$ cat src/rtl/ps2_scan_receiver_pkg.sv
// Shared types and constants for the PS/2 scan-code receiver.
`timescale 1ns/1ps
package ps2_pkg;

    typedef enum logic [1:0] {
        IDLE,
        DATA,
        PARITY,
        STOP
    } rx_state_t;

    localparam logic [7:0] PS2_PREFIX_EXT = 8'hE0;
    localparam logic [7:0] PS2_PREFIX_BRK = 8'hF0;

    typedef struct packed {
        logic [7:0] code;
        logic       ext;
        logic       brk;
    } ps2_event_t;

    // PS/2 uses odd parity: data bits plus parity bit must carry an odd number of ones.
    function automatic logic odd_weight(input logic [8:0] bits);
        return ^bits;
    endfunction

endpackage

$ cat src/rtl/ps2_scan_receiver_if.sv
// Key-event handshake between the receiver (master) and its consumer (slave).
`timescale 1ns/1ps
interface ps2_scan_receiver_if #(
    parameter int FIFO_DEPTH = 8
) ();

    logic                              Event_Valid;
    logic                              Event_Ready;
    logic [7:0]                        Event_Code;
    logic                              Event_Ext;
    logic                              Event_Break;
    logic [$clog2(FIFO_DEPTH+1)-1:0]   Event_Count;

    modport master (
        output Event_Valid,
        output Event_Code,
        output Event_Ext,
        output Event_Break,
        output Event_Count,
        input  Event_Ready
    );

    modport slave (
        input  Event_Valid,
        input  Event_Code,
        input  Event_Ext,
        input  Event_Break,
        input  Event_Count,
        output Event_Ready
    );

endinterface

$ cat src/rtl/ps2_scan_receiver_fifo.sv
// First-word fall-through FIFO of decoded key events.
`timescale 1ns/1ps
module ps2_event_fifo
    import ps2_pkg::*;
#(
    parameter int DEPTH = 8
) (
    input  logic                           clk,
    input  logic                           rst_n,
    input  logic                           push,
    input  ps2_event_t                     push_data,
    input  logic                           pop,
    output ps2_event_t                     pop_data,
    output logic                           full,
    output logic                           empty,
    output logic [$clog2(DEPTH+1)-1:0]     count
);

    localparam int AW = $clog2(DEPTH);
    localparam int CW = $clog2(DEPTH+1);
    localparam logic [CW-1:0] COUNT_FULL = CW'(DEPTH);

    ps2_event_t    mem [DEPTH];
    logic [AW-1:0] rd_ptr_reg;
    logic [AW-1:0] wr_ptr_reg;
    logic [CW-1:0] count_reg;
    logic          do_push;
    logic          do_pop;

    assign empty    = (count_reg == '0);
    assign full     = (count_reg == COUNT_FULL);
    assign count    = count_reg;
    assign do_pop   = pop & ~empty;
    // A pop frees the slot in the same cycle, so a full FIFO still accepts a push then.
    assign do_push  = push & (~full | do_pop);
    assign pop_data = empty ? '0 : mem[rd_ptr_reg];

    // Storage write; contents need no reset because count gates every read.
    always_ff @(posedge clk) begin
        if (do_push) begin
            mem[wr_ptr_reg] <= push_data;
        end
    end

    // Pointer and occupancy bookkeeping; pointers wrap naturally at DEPTH.
    always_ff @(posedge clk) begin
        if (!rst_n) begin
            rd_ptr_reg <= '0;
            wr_ptr_reg <= '0;
            count_reg  <= '0;
        end else begin
            if (do_push) begin
                wr_ptr_reg <= wr_ptr_reg + 1'b1;
            end
            if (do_pop) begin
                rd_ptr_reg <= rd_ptr_reg + 1'b1;
            end
            case ({do_push, do_pop})
                2'b10:   count_reg <= count_reg + 1'b1;
                2'b01:   count_reg <= count_reg - 1'b1;
                default: count_reg <= count_reg;
            endcase
        end
    end

endmodule

$ cat src/rtl/ps2_scan_receiver.sv
// System-clocked PS/2 keyboard receiver: synchronise, glitch-filter, frame-check,
// fold E0/F0 prefixes and queue key events for the consumer.
`timescale 1ns/1ps
module ps2_scan_receiver
    import ps2_pkg::*;
#(
    parameter int SYNC_STAGES = 2,
    parameter int FILTER_LEN  = 4,
    parameter int TIMEOUT_CYC = 5000,
    parameter int FIFO_DEPTH  = 8
) (
    input  logic                    Clk,
    input  logic                    Reset_n,
    input  logic                    PS2_Clk,
    input  logic                    PS2_Data,
    ps2_scan_receiver_if.master     evt,
    output logic                    Frame_Err,
    output logic                    Overflow
);

    localparam int FW = $clog2(FILTER_LEN+1);
    localparam int TW = $clog2(TIMEOUT_CYC+1);
    localparam int CW = $clog2(FIFO_DEPTH+1);
    localparam logic [FW-1:0] FILT_LAST = FW'(FILTER_LEN-1);
    localparam logic [TW-1:0] TO_LAST   = TW'(TIMEOUT_CYC-1);

    logic [SYNC_STAGES-1:0] clk_sync_reg;
    logic [SYNC_STAGES-1:0] data_sync_reg;
    logic                   clk_s;
    logic                   data_s;

    logic                   filt_clk_reg;
    logic [FW-1:0]          filt_cnt_reg;
    logic                   filt_flip;
    logic                   fall_edge;

    rx_state_t              state_reg, state_next;
    logic [2:0]             bit_idx_reg, bit_idx_next;
    logic [7:0]             shift_reg, shift_next;
    logic                   parity_reg, parity_next;
    logic                   byte_ok;
    logic                   byte_bad;
    logic                   timeout_hit;
    logic [TW-1:0]          to_cnt_reg;

    logic [7:0]             byte_reg;
    logic                   byte_valid_reg;
    logic                   frame_err_reg;
    logic                   ext_flag_reg;
    logic                   brk_flag_reg;
    logic                   overflow_reg;

    logic                   emit;
    ps2_event_t             emit_event;
    ps2_event_t             head;
    logic                   pop;
    logic                   fifo_full;
    logic                   fifo_empty;
    logic [CW-1:0]          fifo_count;

    assign clk_s  = clk_sync_reg[SYNC_STAGES-1];
    assign data_s = data_sync_reg[SYNC_STAGES-1];

    // Input synchronisers; both lines idle high so they reset to 1.
    always_ff @(posedge Clk) begin
        if (!Reset_n) begin
            clk_sync_reg  <= '1;
            data_sync_reg <= '1;
        end else begin
            clk_sync_reg  <= {clk_sync_reg[SYNC_STAGES-2:0], PS2_Clk};
            data_sync_reg <= {data_sync_reg[SYNC_STAGES-2:0], PS2_Data};
        end
    end

    // The filtered clock flips on the FILTER_LEN-th consecutive differing sample.
    assign filt_flip = (clk_s != filt_clk_reg) && (filt_cnt_reg == FILT_LAST);
    assign fall_edge = filt_flip & filt_clk_reg;

    // Glitch filter on the synchronised keyboard clock.
    always_ff @(posedge Clk) begin
        if (!Reset_n) begin
            filt_clk_reg <= 1'b1;
            filt_cnt_reg <= '0;
        end else if (clk_s == filt_clk_reg) begin
            filt_cnt_reg <= '0;
        end else if (filt_flip) begin
            filt_clk_reg <= clk_s;
            filt_cnt_reg <= '0;
        end else begin
            filt_cnt_reg <= filt_cnt_reg + 1'b1;
        end
    end

    // Stall watchdog: runs only inside a frame and restarts on every edge.
    always_ff @(posedge Clk) begin
        if (!Reset_n) begin
            to_cnt_reg <= '0;
        end else if (state_reg == IDLE || fall_edge) begin
            to_cnt_reg <= '0;
        end else begin
            to_cnt_reg <= to_cnt_reg + 1'b1;
        end
    end

    // Frame FSM state register.
    always_ff @(posedge Clk) begin
        if (!Reset_n) begin
            state_reg   <= IDLE;
            bit_idx_reg <= '0;
            shift_reg   <= '0;
            parity_reg  <= 1'b0;
        end else begin
            state_reg   <= state_next;
            bit_idx_reg <= bit_idx_next;
            shift_reg   <= shift_next;
            parity_reg  <= parity_next;
        end
    end

    // Frame FSM next state: one step per edge; an edge beats a same-cycle timeout.
    always_comb begin
        state_next   = state_reg;
        bit_idx_next = bit_idx_reg;
        shift_next   = shift_reg;
        parity_next  = parity_reg;
        byte_ok      = 1'b0;
        byte_bad     = 1'b0;
        timeout_hit  = 1'b0;
        if (fall_edge) begin
            case (state_reg)
                IDLE: begin
                    if (!data_s) begin
                        state_next   = DATA;
                        bit_idx_next = '0;
                    end
                end
                DATA: begin
                    shift_next = {data_s, shift_reg[7:1]};
                    if (bit_idx_reg == 3'd7) begin
                        state_next = PARITY;
                    end else begin
                        bit_idx_next = bit_idx_reg + 1'b1;
                    end
                end
                PARITY: begin
                    parity_next = data_s;
                    state_next  = STOP;
                end
                STOP: begin
                    if (data_s && odd_weight({shift_reg, parity_reg})) begin
                        byte_ok = 1'b1;
                    end else begin
                        byte_bad = 1'b1;
                    end
                    state_next = IDLE;
                end
                default: state_next = IDLE;
            endcase
        end else if (state_reg != IDLE && to_cnt_reg == TO_LAST) begin
            timeout_hit = 1'b1;
            state_next  = IDLE;
        end
    end

    // Register the accepted byte and the error pulse one cycle after the stop edge.
    always_ff @(posedge Clk) begin
        if (!Reset_n) begin
            byte_reg       <= '0;
            byte_valid_reg <= 1'b0;
            frame_err_reg  <= 1'b0;
        end else begin
            if (byte_ok) begin
                byte_reg <= shift_reg;
            end
            byte_valid_reg <= byte_ok;
            frame_err_reg  <= byte_bad | timeout_hit;
        end
    end

    // Prefix bytes only arm flags; any other byte becomes an event.
    always_comb begin
        emit       = 1'b0;
        emit_event = '0;
        if (byte_valid_reg && byte_reg != PS2_PREFIX_EXT && byte_reg != PS2_PREFIX_BRK) begin
            emit            = 1'b1;
            emit_event.code = byte_reg;
            emit_event.ext  = ext_flag_reg;
            emit_event.brk  = brk_flag_reg;
        end
    end

    // Prefix flags: set by E0/F0, consumed by the next event, dropped on a bad frame.
    always_ff @(posedge Clk) begin
        if (!Reset_n) begin
            ext_flag_reg <= 1'b0;
            brk_flag_reg <= 1'b0;
        end else if (frame_err_reg) begin
            ext_flag_reg <= 1'b0;
            brk_flag_reg <= 1'b0;
        end else if (byte_valid_reg) begin
            if (byte_reg == PS2_PREFIX_EXT) begin
                ext_flag_reg <= 1'b1;
            end else if (byte_reg == PS2_PREFIX_BRK) begin
                brk_flag_reg <= 1'b1;
            end else begin
                ext_flag_reg <= 1'b0;
                brk_flag_reg <= 1'b0;
            end
        end
    end

    assign pop = ~fifo_empty & evt.Event_Ready;

    // Overflow only when the FIFO stays full, i.e. no pop frees a slot this cycle.
    always_ff @(posedge Clk) begin
        if (!Reset_n) begin
            overflow_reg <= 1'b0;
        end else begin
            overflow_reg <= emit & fifo_full & ~pop;
        end
    end

    ps2_event_fifo #(
        .DEPTH (FIFO_DEPTH)
    ) u_fifo (
        .clk       (Clk),
        .rst_n     (Reset_n),
        .push      (emit),
        .push_data (emit_event),
        .pop       (pop),
        .pop_data  (head),
        .full      (fifo_full),
        .empty     (fifo_empty),
        .count     (fifo_count)
    );

    assign evt.Event_Valid = ~fifo_empty;
    assign evt.Event_Code  = head.code;
    assign evt.Event_Ext   = head.ext;
    assign evt.Event_Break = head.brk;
    assign evt.Event_Count = fifo_count;
    assign Frame_Err       = frame_err_reg;
    assign Overflow        = overflow_reg;

endmodule
$ cat src/flat_wrapper.sv
// flat-port wrapper written by rule: the top's interface ports become plain ports
module ps2_scan_receiver_flat import ps2_pkg::*;
#(
    parameter int SYNC_STAGES = 2,
    parameter int FILTER_LEN  = 4,
    parameter int TIMEOUT_CYC = 5000,
    parameter int FIFO_DEPTH  = 8
)
  (Clk, Reset_n, PS2_Clk, PS2_Data, Frame_Err, Overflow, evt_Event_Valid, evt_Event_Code, evt_Event_Ext, evt_Event_Break, evt_Event_Count, evt_Event_Ready);
  ps2_scan_receiver_if #(.FIFO_DEPTH(FIFO_DEPTH)) evt_i ();
  input  logic Clk;
  input  logic Reset_n;
  input  logic PS2_Clk;
  input  logic PS2_Data;
  output logic Frame_Err;
  output logic Overflow;
  output wire logic [$bits(evt_i.Event_Valid)-1:0] evt_Event_Valid;
  output wire logic [$bits(evt_i.Event_Code)-1:0] evt_Event_Code;
  output wire logic [$bits(evt_i.Event_Ext)-1:0] evt_Event_Ext;
  output wire logic [$bits(evt_i.Event_Break)-1:0] evt_Event_Break;
  output wire logic [$bits(evt_i.Event_Count)-1:0] evt_Event_Count;
  input wire logic [$bits(evt_i.Event_Ready)-1:0] evt_Event_Ready;
  assign evt_Event_Valid = evt_i.Event_Valid;
  assign evt_Event_Code = evt_i.Event_Code;
  assign evt_Event_Ext = evt_i.Event_Ext;
  assign evt_Event_Break = evt_i.Event_Break;
  assign evt_Event_Count = evt_i.Event_Count;
  assign evt_i.Event_Ready = evt_Event_Ready;
  ps2_scan_receiver #(.SYNC_STAGES(SYNC_STAGES), .FILTER_LEN(FILTER_LEN), .TIMEOUT_CYC(TIMEOUT_CYC), .FIFO_DEPTH(FIFO_DEPTH)) u_core (.Clk(Clk), .Reset_n(Reset_n), .PS2_Clk(PS2_Clk), .PS2_Data(PS2_Data), .evt(evt_i), .Frame_Err(Frame_Err), .Overflow(Overflow));
endmodule
$ cat config.mk
export PLATFORM = sky130hd
export DESIGN_NAME = ps2_scan_receiver_flat
export DESIGN_NICKNAME = d
export VERILOG_FILES = /design/src/rtl/ps2_scan_receiver_pkg.sv /design/src/rtl/ps2_scan_receiver_if.sv /design/src/rtl/ps2_scan_receiver_fifo.sv /design/src/rtl/ps2_scan_receiver.sv /design/src/flat_wrapper.sv
export SDC_FILE = /design/constraint.sdc
export NUM_CORES = 1
export LEC_CHECK = 0
export ABC_CLOCK_PERIOD_IN_PS = 2500
export CAP_MARGIN = 20
export CORE_MARGIN = 5
export CORE_UTILIZATION = 50
export DETAILED_ROUTE_END_ITERATION = 7
export DONT_BUFFER_PORTS = 1
export PLACE_DENSITY_LB_ADDON = 0.25
export SETUP_SLACK_MARGIN = 0.1
export SYNTH_ARGS = -nofsm -noshare
export SYNTH_HDL_FRONTEND = slang
export SYNTH_SLANG_ARGS = --single-unit
export TNS_END_PERCENT = 5
$ cat constraint.sdc
create_clock -name Clk -period 2.5 [get_ports Clk]
set_clock_uncertainty 0.05 [all_clocks]
set_input_delay 0 -clock Clk [delete_from_list [all_inputs] [get_ports Clk]]
set_output_delay 0 -clock Clk [all_outputs]
set_load 0.01 [all_outputs]
==> results.cfg <==
[yosys]
synth-adder-area-share = 0.02602
ys_warn_count = 0
netlist_area_sq_um = 5771
synth-edff-count = 80
post-synth-top-area-fraction = 0.4163
yosysSeqAreaShare = 0.6279
synth.distinct_cells = 41
synth-compound-area-share = 0.03643
syn_area_per_cell_sq_um = 13.09
synthSimpleGateAreaFrac = 0.1386
synth_top_family_by_area = simple AND/OR/NAND/NOR gates
synth_top_area_cell = edfxtp_1
muxShareOfSynthArea = 0.1199
synthCells = 441
async_flop_share = 0
synthTopCellsByArea = edfxtp_1 42%, dfxtp_1 21%, mux4_2 7.8%, mux2i_1 4.0%, nand2_1 3.7%
synthXorXnorAreaFrac = 0.03361
syn-num-nets = 458
synth_flop_cell = edfxtp_1
ys_ff_latch = 141

[drt]
wl_met2_mm = 5.346
highest_layer = met4
wl_per_cell_um = 16.23
vias = 3300
first_pass_iters = 4
first_iter_violations = 159
met3WireLength_um = 339
drc = 0
met1Wirelength_mm = 4.313
vias_per_cell = 5.314
ant_nets = 0
wirelength_mm = 10.08

[clock_network]
max-clock-path-buffers = 2
ctsHoldBuffers = 4
cts_tree = built
cts_made_buffers = 17
cts_setup_buffers = 0
post_cts_resized = 0
clkTransAtPathRegs_ns = 0.06
cts_sinks = 141
clkLatencyLatePin_ns = 0.41
ctsHtreeMaxLevel = 4
clock_tree.root_cell = clkbuf_16

[sta]
fmaxAchievable_mhz = 449.7
timing.final.crit_share = 0.8895
worst_pin_slew_ns = 0.7507
drv_slew = 0
layout_min_cycle_time_ns = 2.224
hold_viol = 0
slew_headroom = 0.4979
tns_ns = 0
setup_viol = 0
rsz0062_at_grt = no
worst_slack_ns = 0.2763
whs_ns = 0.1101

[placement]
port_buffers = 0
dp.cells = 587
place.gp.congestion = 0.7433
dpl.hpwl_mm = 6.540
pre_cts_ws_ns = 0.2852
placed_cell_area_sq_um = 6048

[cells_and_area]
seq_area_sq_um = 3623
drive_gt1_frac = 0.1674
postLayoutCoreUtil = 0.5946
largest_reg_flops = 80
layout_common_cells = 80 x edfxtp_1, 61 x dfxtp_1, 57 x nand2_1
final_cell_area_sq_um = 6760
final_common_cell = edfxtp_1
num_antenna_cells = 0
fin_nets = 484
syn_to_final_growth_pct = 17.15
final_cells = 621
multi_input_area_sq_um = 2057
nFillCells = 899

[global_route]
grt_use_total = 0.1556
antenna_found_initial = 0
overflow = 0
grt_pass1_vias = 3464
grt_max_degree = 31
grt_pass1_wl_mm = 17.01

[floorplan]
coreArea_sq_um = 11370
start_util = 0.5075
rows = 39
die_area_sq_um = 13790
dieHeight_um = 117.4
die_x_um = 117.4
ioPinCount = 22

[power_and_ir_drop]
pwr-share-clk = 0.487
leakagePower_nw = 2.181
ir_drop_v = 0.0005286
seqPwrFrac = 0.424
comb_power_share = 0.089
p_per_area_nw_per_um2 = 866.3
switching_power_mw = 1.206
intPower_mw = 4.651
power_switching_share = 0.2058
power_mw = 5.856

[worst_setup_path]
path_max_fanout = 17
r2r_slack_ns = 0.28
startpoint_type = flop
cpMaxStageDelayCell = nor4_1
worstPathRequired_ns = 2.73
worstPathCellList = nor4bb_1 > a31oi_1 > buf_12 > nor2_1 > xor2_1 > ha_1 > nor4_1 > o21ai_0 > nor3b_1
setup.worst_path.end_class = flop
worstSetupPathType = reg -> reg
cp_slowest_stage_delay_ns = 0.34
crit_arrival_ns = 2.45

[hold_path]
hp-class = in -> reg

[run]
maxCapViolCount = 0

[outcome]
outcome = completed
## logic make-up after synthesis
group           after synthesis
compound gates               33
xor+xnor                     19
fa+ha+maj                    12
buf+inv                      26
flops                       141
mux                          44
simple gates                166
## cells in the mapped netlist (5+ instances only)
master and n:
inv_1 11, a21oi_1 20, mux4_2 20, nand2b_1 9
nand3_1 9, dfxtp_1 61, xnor2_1 8, o21ai_0 5
ha_1 12, or3_1 6, and2_1 13, clkbuf_1 11
mux2i_1 23, xor2_1 9, edfxtp_1 80, nor3_1 8
nor2_1 44, nand2_1 57
## worst paths after layout
check | cells past startpoint | endpoint | start
max | 9 | u_core.u_fifo.count[2]$_SDFFE_PN0P_ | u_core.byte_reg[6]$_SDFFE_PN0P_
min | 4 | u_core.u_fifo.count[2]$_SDFFE_PN0P_ | evt_Event_Ready
max reg2reg | 9 | u_core.u_fifo.count[2]$_SDFFE_PN0P_ | u_core.byte_reg[6]$_SDFFE_PN0P_
min reg2reg | 1 | u_core.data_sync_reg[1]$_SDFF_PN1_ | u_core.data_sync_reg[0]$_SDFF_PN1_
## worst max-delay path: cells and delay by family, from the launching register on
kind                       cells  cell delay, ns
adders and majority gates      1            0.20
AOI/OAI and AO/OA              2            0.34
buffers and inverters          1            0.19
and+or+nand+nor                4            0.91
xor gates and xnor gates       1            0.08
DFF                            1            0.33
## layout make-up
cell class | count | area share
clock buffer | 17 | 0.06293
multi-input combinational | 274 | 0.3043
timing repair buffer | 22 | 0.02776
sequential | 141 | 0.5360
clock inverter | 13 | 0.03646
tap | 143 | 0.02647
inverter | 11 | 0.006108
## metal layers
metal  vias to the layer above  track usage
met4                         0      0.05004
met5                         -            0
met1                      1614       0.1815
li1                       1639            -
met2                        39       0.2726
met3                         8      0.04764
## power groups by stage
stage               Clock (mW)  Sequential, mW  Combinational [mW]
CTS                       2.91            2.48               0.544
finish                    2.85            2.48               0.524
global placement             0            2.53               0.527
floorplan                    0            2.53               0.405
detailed placement           0            2.53               0.535
global route              3.01            2.48               0.594
(Power assumes the default switching activity.)
